===== src/rtl/k12a_mem_arbiter.sv =====
// rtl/k12a_mem_arbiter.sv - CPU/DMA single-port memory arbiter; `K12A_ARB_STARVE_EN enables the DMA starvation steal
package k12a_mem_pkg;
    typedef enum logic {
        MEM_MODE_READ  = 1'b0,
        MEM_MODE_WRITE = 1'b1
    } mem_mode_t;
endpackage

module k12a_mem_arbiter
    import k12a_mem_pkg::*;
#(
    parameter int STARVE_LIMIT = 8
) (
    input  logic        clock,
    input  logic        reset_n,
    input  logic        cpu_mem_enable,
    input  mem_mode_t   cpu_mem_mode,
    input  logic [15:0] cpu_addr,
    input  logic [7:0]  cpu_wdata,
    output logic [7:0]  cpu_rdata,
    output logic        cpu_stall,
    input  logic        dma_req,
    input  logic        dma_write,
    input  logic [15:0] dma_addr,
    input  logic [7:0]  dma_wdata,
    output logic        dma_ack,
    output logic [7:0]  dma_rdata,
    output logic        mem_enable,
    output mem_mode_t   mem_mode,
    output logic [15:0] mem_addr,
    output logic [7:0]  mem_wdata,
    input  logic [7:0]  mem_rdata
);

    typedef enum logic [1:0] {
        ST_IDLE = 2'd0,
        ST_WAIT = 2'd1,
        ST_DONE = 2'd2
    } state_t;

    state_t      state_q, state_d;
    logic [7:0]  dma_rdata_q, dma_rdata_d;
    logic        steal;
    logic        dma_grant;

    // Legal STARVE_LIMIT is 1..15; this block only exists for an illegal setting.
    if (STARVE_LIMIT < 1 || STARVE_LIMIT > 15) begin : g_starve_limit_out_of_range
    end

`ifdef K12A_ARB_STARVE_EN
    localparam logic [3:0] STEAL_AT = 4'(STARVE_LIMIT - 1);

    logic [3:0] starve_cnt_q, starve_cnt_d;

    always_ff @(posedge clock) begin
        if (!reset_n) begin
            starve_cnt_q <= 4'd0;
        end else begin
            starve_cnt_q <= starve_cnt_d;
        end
    end

    always_comb begin
        steal = (state_q == ST_WAIT) && dma_req && cpu_mem_enable
                && (starve_cnt_q == STEAL_AT);
    end

    // Counts only CPU-blocked WAIT cycles; any grant, abandon or other state clears it.
    always_comb begin
        starve_cnt_d = 4'd0;
        if ((state_q == ST_WAIT) && dma_req && cpu_mem_enable && !steal) begin
            starve_cnt_d = (starve_cnt_q == 4'hF) ? 4'hF : starve_cnt_q + 4'd1;
        end
    end
`else
    always_comb begin
        steal = 1'b0;
    end
`endif

    always_ff @(posedge clock) begin
        if (!reset_n) begin
            state_q     <= ST_IDLE;
            dma_rdata_q <= 8'h00;
        end else begin
            state_q     <= state_d;
            dma_rdata_q <= dma_rdata_d;
        end
    end

    always_comb begin
        state_d = state_q;
        case (state_q)
            ST_IDLE: begin
                if (dma_req) begin
                    state_d = ST_WAIT;
                end
            end
            ST_WAIT: begin
                if (!dma_req) begin
                    state_d = ST_IDLE;
                end else if (!cpu_mem_enable || steal) begin
                    state_d = ST_DONE;
                end
            end
            ST_DONE: begin
                state_d = ST_IDLE;
            end
            default: begin
                state_d = ST_IDLE;
            end
        endcase
    end

    // Reset gates every bus-visible effect, including a grant from a WAIT state caught mid-reset.
    always_comb begin
        dma_grant   = reset_n && (state_q == ST_WAIT) && dma_req && (!cpu_mem_enable || steal);
        dma_ack     = reset_n && (state_q == ST_DONE);
        cpu_stall   = reset_n && steal;
        dma_rdata_d = dma_rdata_q;
        mem_mode    = cpu_mem_mode;
        mem_addr    = cpu_addr;
        mem_wdata   = cpu_wdata;
        mem_enable  = reset_n && cpu_mem_enable;
        if (dma_grant) begin
            mem_enable = 1'b1;
            mem_mode   = dma_write ? MEM_MODE_WRITE : MEM_MODE_READ;
            mem_addr   = dma_addr;
            mem_wdata  = dma_wdata;
            if (!dma_write) begin
                dma_rdata_d = mem_rdata;
            end
        end
    end

    assign cpu_rdata = mem_rdata;
    assign dma_rdata = dma_rdata_q;

endmodule


===== config.mk =====
export PLATFORM = sky130hd
export DESIGN_NAME = k12a_mem_arbiter
export DESIGN_NICKNAME = d
export VERILOG_FILES = /design/src/rtl/k12a_mem_arbiter.sv
export SDC_FILE = /design/constraint.sdc
export NUM_CORES = 1
export LEC_CHECK = 0
export CORE_ASPECT_RATIO = 0.8
export CORE_MARGIN = 1
export CORE_UTILIZATION = 28
export DETAILED_ROUTE_END_ITERATION = 16
export PLACE_DENSITY = 0.85
export SYNTH_ARGS = -nofsm -noshare
export SYNTH_HDL_FRONTEND = slang
export SYNTH_SLANG_ARGS = --single-unit

===== constraint.sdc =====
create_clock -name clock -period 2.7 [get_ports clock]
set_clock_uncertainty 0.1 [all_clocks]
set_input_delay 0.54 -clock clock [delete_from_list [all_inputs] [get_ports clock]]
set_output_delay 0.54 -clock clock [all_outputs]
set_load 0.02 [all_outputs]

# Yosys cells after proc, flatten, opt, wreduce, memory -nomap -nowiden
# Index checks and enable logic that the tools add are counted.
dict set report word_totals {
  input_bits 62
  register_bits 10
  wordCells 25
  out_inout_bits 44
}
dict set report op_classes {
  n_reduce_logical 9
  n_bitwise 1
  muxes 9
  n_eq_ne 4
}
# cell n
set ops {}
lappend ops {{$mux W16} 1}
lappend ops {{$mux W8} 1}
lappend ops {{$mux W2} 3}
lappend ops {{$logic_and A1 B1 Y1} 5}
lappend ops {{$pmux W2 S2} 1}
lappend ops {{$reduce_and A2 Y1} 2}
lappend ops {{$mux W1} 3}
lappend ops {{$ne A3 B3 Y1 const B} 1}
lappend ops {{$eq A2 B1 Y1 const B} 1}
lappend ops {{$eq A2 B2 Y1 const B} 1}
lappend ops {{$logic_not A2 Y1} 1}
lappend ops {{$ne A2 B2 Y1 const B} 1}
lappend ops {{$logic_not A1 Y1} 1}
lappend ops {{$not A1 Y1} 1}

# Logic depth before layout (Yosys ltp)
# Gate-level depths: netlist of run 1.
dict set report depth {
  depth_word 5
  ltp_mapped 6
  mapped_depth_nobuf 3
}

# Worst setup path after synthesis of run 1
# OpenSTA, ideal clock, no wires.
dict set report synth_path {
  kind {input port to output port}
  from {in dma_req}
  to {out mem_addr[0]}
  cell_stages 6
  path_buffers 3
  slack_ns 0.450
  t_arrival_ns 1.610
  t_required_ns 2.060
  cell_sequence {and3b_1 buf_6 and3_4 buf_6 buf_12 mux2_4}
}
dict set report synth_via {
  elab_chain_cells 3
}
# item line_no
set synth_lines {}
lappend synth_lines {{start: declaration} 22} ;# input logic dma_req,
lappend synth_lines {{$logic_and A1 B1 Y1 (2 in series)} 117} ;# dma_grant = reset_n && (state_q == ST_WAIT) && dma_req && (!cpu_mem_enable || steal);
lappend synth_lines {{$mux W16} 125} ;# if (dma_grant) begin
lappend synth_lines {{end: declaration} 30} ;# output logic [15:0] mem_addr,
# No other way between the ends.

# Final worst setup path of run 1
dict set report layout_path {
  from {in cpu_mem_enable}
  to {out mem_addr[15]}
}
dict set report layout_via {
  elab_chain_cells 3
}
# item line_no
set layout_lines {}
lappend layout_lines {{start: declaration} 16} ;# input logic cpu_mem_enable,
lappend layout_lines {{$logic_not A1 Y1} 117}
lappend layout_lines {{$logic_and A1 B1 Y1} 117}
lappend layout_lines {{$mux W16} 125}
# No other way between the ends.

==> metrics.md, run 1 <==
| Metric | Value |
|---|---|
| CTS tree | yes |
| Pin count of the biggest net entering global routing | 12 |
| WP data required | 2.06 ns |
| Layout cells sized above 1 | 0.3333 |
| Antenna-violating nets left | 0 |
| Max H-tree Level | 1 |
| Post-DP HPWL | 2.883 mm |
| CTS Buffer Depth | 2 |
| Post-Synthesis Cells | 84 |
| Mux share of post-synthesis cell area | 0.4129 |
| Post-Syn Area | 869.6 um2 |
| Initial antenna violation count | 0 |
| Hold_buf cts | 0 |
| Net count after synthesis | 146 |
| Worst-Skew Late Latency | 0.24 ns |
| Die Ht | 51.85 um |
| IO Port Bufs | 104 |
| # rows | 17 |
| # clock sinks | 10 |
| Vias per inst | 4.460 |
| Synthesized area per cell | 10.35 um2 |
| RSZ-0062 raised after global routing | no |
| CTS Root Buffer Type | clkbuf_8 |
| Hold path depth | 2 |
| Area fraction in compound gates after synthesis | 0.05755 |
| Fill cells | 229 |
| # IOs | 106 |
| # placed instances | 218 |
| Pre-CTS setup slack | -0.3782 ns |
| Initial core utilization | 0.3051 |
| Total track usage | 0.1972 |
| # diodes | 0 |
| # Max-Cap Violations | 0 |
| Startpoint Class | input port |
| Simple-Gate Fraction of Synth Area | 0.1324 |
| Area growth from synthesis to layout | 117.0% |
| Crit Path Max Fanout | 7 |
| Vias in the first global route | 1,013 |
| GRT busiest layer | met2 |
| Synth cell types | 20 |
| FMAX | 376.3 MHz |
| CP endpoint kind | primary output |
| Sequential share of the synthesized area | 0.2302 |
| Synth Area in Adders | 0 |
| CTS clock-pin slew for the worst setup and hold paths | 0.04 ns |
| Power Density | 302.6 nW/um2 |
| Final Hold Fails | 0 |
| Met2 usage | 0.3807 |
| Total Routed Length | 3.434 mm |
| Post-DR wirelength/cell | 15.33 um |
| Final period utilization | 0.9843 |
| Total grt overflow | 0 |
| Hold Path Class | reg -> reg |
| Fin cells | 224 |
| Final Wtd Congestion | 0.6455 |
| Die width | 64.31 um |
| CTS Buf Count | 3 |
| # nets final | 249 |
| Setup ws final | 0.04233 ns |
| Peak supply drop | 208.7 uV |
| M3 GR Usage | 0.07895 |
| Fin util | 0.6620 |
| Yosys warnings | 0 |
| Largest family of logic cells by synthesized area | multiplexers |
| Count of pins over their slew limit | 0 |
| Residual DRC | 0 |
| Met1 Usage GRT | 0.1968 |
| Crit path time final | 2.658 ns |
| Final setup viols | 0 |
| CP Class | in -> out |
| R2R cell count | 4 |
| Detailed router's first-iteration violation count | 17 |
| Core footprint | 2850 um2 |
| Vias | 999 |
| P_leak | 0.7948 nW |
| DR pass1 iterations | 4 |
| Yosys reg bits | 10 |
| First-pass GRT wire length | 4.878 mm |
| Die area | 3334 um2 |
| Status | finished clean |
| Xor and xnor area share after synthesis | 0 |
| CP arrival | 2.02 ns |
==> repair_timing <==
action                                  CTS  global route
endpoints found under the setup margin   26            20
gates resized for setup                  54            29
setup buffers                             2             0
hold endpoints to repair                  0             0
pin swaps                                 1             0
==> worst max-delay path: stages <==
cell,delay (ns)
clkdlybuf4s50_1,0.42
inv_1,0.08
and3_4,0.24
buf_12,0.13
mux2_2,0.32
clkdlybuf4s15_1,0.28
==> metrics by stage <==
step | power (mW) | area, um2 | hold slack [ns] | TNS (ns)
2_1_floorplan | 0.2557 | 869.6 | 0.3541 | 0
3_3_place_gp | 0.4021 | 1911 | 0.3485 | -9.070
3_5_place_dp | 0.4058 | 1911 | 0.3534 | -9.410
4_1_cts | 0.5784 | 1957 | 0.3621 | 0
5_1_grt | 0.5895 | 1887 | 0.3852 | 0
6_report | 0.5709 | 1887 | 0.3551 | 0
==> cells in the mapped netlist <==
cell,n,area (um2)
mux2_4,18,270.3
dfxtp_1,10,200.2
nand2_1,10,37.54
buf_4,9,67.56
mux2_2,7,78.83
nand3_1,7,35.03
o21ai_0,7,35.03
buf_12,2,40.04
buf_6,2,22.52
clkbuf_1,2,7.510
a21boi_0,1,7.510
a21o_1,1,7.510
and2_0,1,6.260
and3_4,1,11.26
and3b_1,1,8.760
conb_1,1,3.750
inv_1,1,3.750
mux2i_1,1,10.01
nor2_1,1,3.750
nor3b_2,1,12.51
==> layout by cell type (no fill, tap or decap) <==
master	count
a21boi_0	1
buf_4	5
and3b_1	1
and3_4	1
inv_1	1
clkbuf_2	17
nand2_1	10
buf_12	3
conb_1	1
nand3_1	7
buf_2	3
o21ai_0	7
nor3b_2	1
clkdlybuf4s50_1	76
clkdlybuf4s15_1	3
mux2i_1	1
dfxtp_1	10
mux2_4	19
nor2_1	1
clkdlybuf4s15_2	1
clkbuf_8	4
buf_6	2
mux2_2	6
a21o_1	1
and2_0	1
dlygate4sd2_1	3
==> registers in the layout, indices dropped and copies added, names as in the netlist <==
name and flops:
state_q 2, dma_rdata 8
==> final timing paths <==
check        slack (ns)                 startpoint                   endpoint
max reg2reg        1.22    state_q[0]$_SDFFE_PN0P_  dma_rdata[3]$_SDFFE_PN0P_
min reg2reg        0.36  dma_rdata[5]$_SDFFE_PN0P_  dma_rdata[5]$_SDFFE_PN0P_
min                0.36  dma_rdata[5]$_SDFFE_PN0P_  dma_rdata[5]$_SDFFE_PN0P_
max                0.04             cpu_mem_enable               mem_addr[15]
==> layer usage <==
| metal | share of wire | vias to the layer above |
|---|---|---|
| met5 | 0 | - |
| met2 | 0.53 | 50 |
| met3 | 0.097 | 9 |
| met1 | 0.36 | 456 |
| met4 | 0.016 | 0 |
| li1 | - | 484 |
==> logic make-up after synthesis <==
family	count (synthesis)
compound gates	9
buf+inv	16
flops	10
mux	26
other cells	1
simple gates	22
==> report_power, final <==
group,switching (mW),internal (mW)
combinational,0.0885,0.143
sequential,0.00161,0.150
clock,0.0587,0.128
==> area by class of cell <==
cell class              instances  area (um2)  share of cell area
well taps                      38       47.55             0.02520
clock buffers                   4       55.05             0.02918
inverters                       1       3.754            0.001989
flip-flops and latches         10       200.2              0.1061
multi-input cells              58       531.8              0.2818
repair buffers                113        1049              0.5557
No activity file was read; power rests on OpenSTA's default activity.
==> inputs of run 2 (changes only) <==
Settings changed: PLACE_DENSITY 0.85 to 0.82, SLEW_MARGIN set to 20.
==> run 2 against run 1 <==
  * Core utilization grew 0.31 points
  * Clock power decreased by 19%
  * Worst setup slack improved by 0.020 ns
  * First-iteration DRC count down 82%
  * Design area rose by 0.46%
  * Power shrank 5.9%
  * Non-clock buffer count up 1
  * Die area did not move
  * Maximum frequency increased by 0.76%
==> metrics.md, run 2 (synthesis results as in run 1) <==
| Metric | Value |
|---|---|
| FMAX | 379.1 MHz |
| Residual DRC | 0 |
| Final period utilization | 0.9769 |
| CTS Root Buffer Type | clkbuf_8 |
| CTS Buffer Depth | 2 |
| Worst-path cell chain | clkdlybuf4s50_1 -> inv_1 -> and3_4 -> buf_12 -> buf_12 -> mux2_4 -> buf_2 |
| # Max-Cap Violations | 0 |
| Final setup viols | 0 |
| Worst-Skew Late Latency | 0.24 ns |
| Hold Path Class | reg -> reg |
| Vias | 996 |
| Setup TNS | 0 ns |
| Vias per inst | 4.446 |
| Pre-CTS setup slack | -0.4372 ns |
| CP Class | in -> out |
| Layout cells sized above 1 | 0.3495 |
| Power Density | 283.3 nW/um2 |
| P_leak | 0.7993 nW |
| Crit Path Max Fanout | 10 |
| Most common cell on crit path | buf_12 |
| CP arrival | 2.00 ns |
| Pwr Total | 0.5369 mW |
| Final Wtd Congestion | 0.7199 |
| # IOs | 106 |
| Hold_buf cts | 0 |
| Max H-tree Level | 1 |
| WP data required | 2.06 ns |
| Worst Path Buf+Inv | 5 |
| Vias in the first global route | 1,004 |
| Post-DR wirelength/cell | 15.62 um |
| CP endpoint kind | primary output |
| Total grt overflow | 0 |
| DR pass1 iterations | 4 |
| Post-DP HPWL | 2.955 mm |
| GRT busiest layer | met2 |
| Total Routed Length | 3.498 mm |
| Detailed router's first-iteration violation count | 3 |
| Final Hold Fails | 0 |
| # clock sinks | 10 |
| CTS clock-pin slew for the worst setup and hold paths | 0.05 ns |
| Area growth from synthesis to layout | 118.0% |
| Total track usage | 0.1896 |
| First-pass GRT wire length | 4.747 mm |
| M3 GR Usage | 0.05482 |
| Die width | 64.31 um |
| Status | finished clean |
| CP max-delay cell | clkdlybuf4s50_1 |
| IO Port Bufs | 104 |
| Die area | 3334 um2 |
| Setup ws final | 0.06241 ns |
| Peak supply drop | 164.1 uV |
| Startpoint Class | input port |
| Core footprint | 2850 um2 |
| # diodes | 0 |
| Crit-path leading delay family | buffers and inverters |
| Fin cells | 224 |
| Delay of the slowest critical-path stage | 0.48 ns |
| Crit path time final | 2.638 ns |
| Max reg flops | 8 |
| Fin util | 0.6651 |
| Pin count of the biggest net entering global routing | 12 |
| # nets final | 250 |
| Antenna-violating nets left | 0 |
| Initial core utilization | 0.3051 |
| # placed instances | 218 |
| Most common cell after layout, fill and taps aside | clkdlybuf4s50_1 |
| Count of pins over their slew limit | 0 |
| Die Ht | 51.85 um |
| CTS tree | yes |
| Initial antenna violation count | 0 |
| Commonest non-fill, non-tap cells in the layout | clkdlybuf4s50_1 (76), buf_2 (23), mux2_4 (19) |
| CTS Buf Count | 3 |
| RSZ-0062 raised after global routing | no |
| Met2 usage | 0.3719 |
| Met1 Usage GRT | 0.1873 |
| # rows | 17 |
[run 2: report_power, final]
group	leakage, nW	total [mW]	internal, mW	switching [mW]
logic	0.697	0.233	0.144	0.0885
clock network	0.0216	0.152	0.0973	0.0545
registers	0.0809	0.152	0.151	0.00154
[run 2: tightest hold or removal path: cells and delay by family (launching register included)]
kind	cells	cell delay, ns
compound gates	1	0.06
flops	1	0.30
simple gates	1	0.05
[run 2: per-layer routing]
metal  part of all wire  wire [um]  vias to the layer above
met5                  0          0                        -
met4              0.027         95                        0
met3              0.081        285                       12
met2               0.54       1900                       49
met1               0.35       1216                      448
li1                   -          -                      487
[run 2: worst paths after layout]
check                       startpoint                         to  slack [ns]  cells after the start
max                     cpu_mem_enable               mem_addr[14]        0.06                      7
min          dma_rdata[7]$_SDFFE_PN0P_  dma_rdata[7]$_SDFFE_PN0P_        0.36                      2
max reg2reg    state_q[1]$_SDFFE_PN0P_  dma_rdata[0]$_SDFFE_PN0P_        1.22                      4
min reg2reg  dma_rdata[7]$_SDFFE_PN0P_  dma_rdata[7]$_SDFFE_PN0P_        0.36                      2
[run 2: what timing repair did]
item | 4_1_cts | 5_1_grt
setup buffers | 2 | 0
endpoints found under the setup margin | 26 | 0
gates resized for setup | 107 | 0
[run 2: final cells by class]
| type | count | area [um2] |
|---|---|---|
| multi-input combinational | 58 | 531.8 |
| fill | 255 | 954.7 |
| sequential | 10 | 200.2 |
| inverter | 1 | 3.754 |
| tap | 38 | 47.55 |
| clock buffer | 3 | 41.29 |
| timing repair buffer | 114 | 1071 |
[run 2: stage by stage]
step	cell area, um2	hold slack, ns
after global placement	1911	0.3458
after global routing	1896	0.3763
final	1896	0.3581
after detailed placement	1911	0.3549
after CTS	1896	0.3615
after floorplan	869.6	0.3541
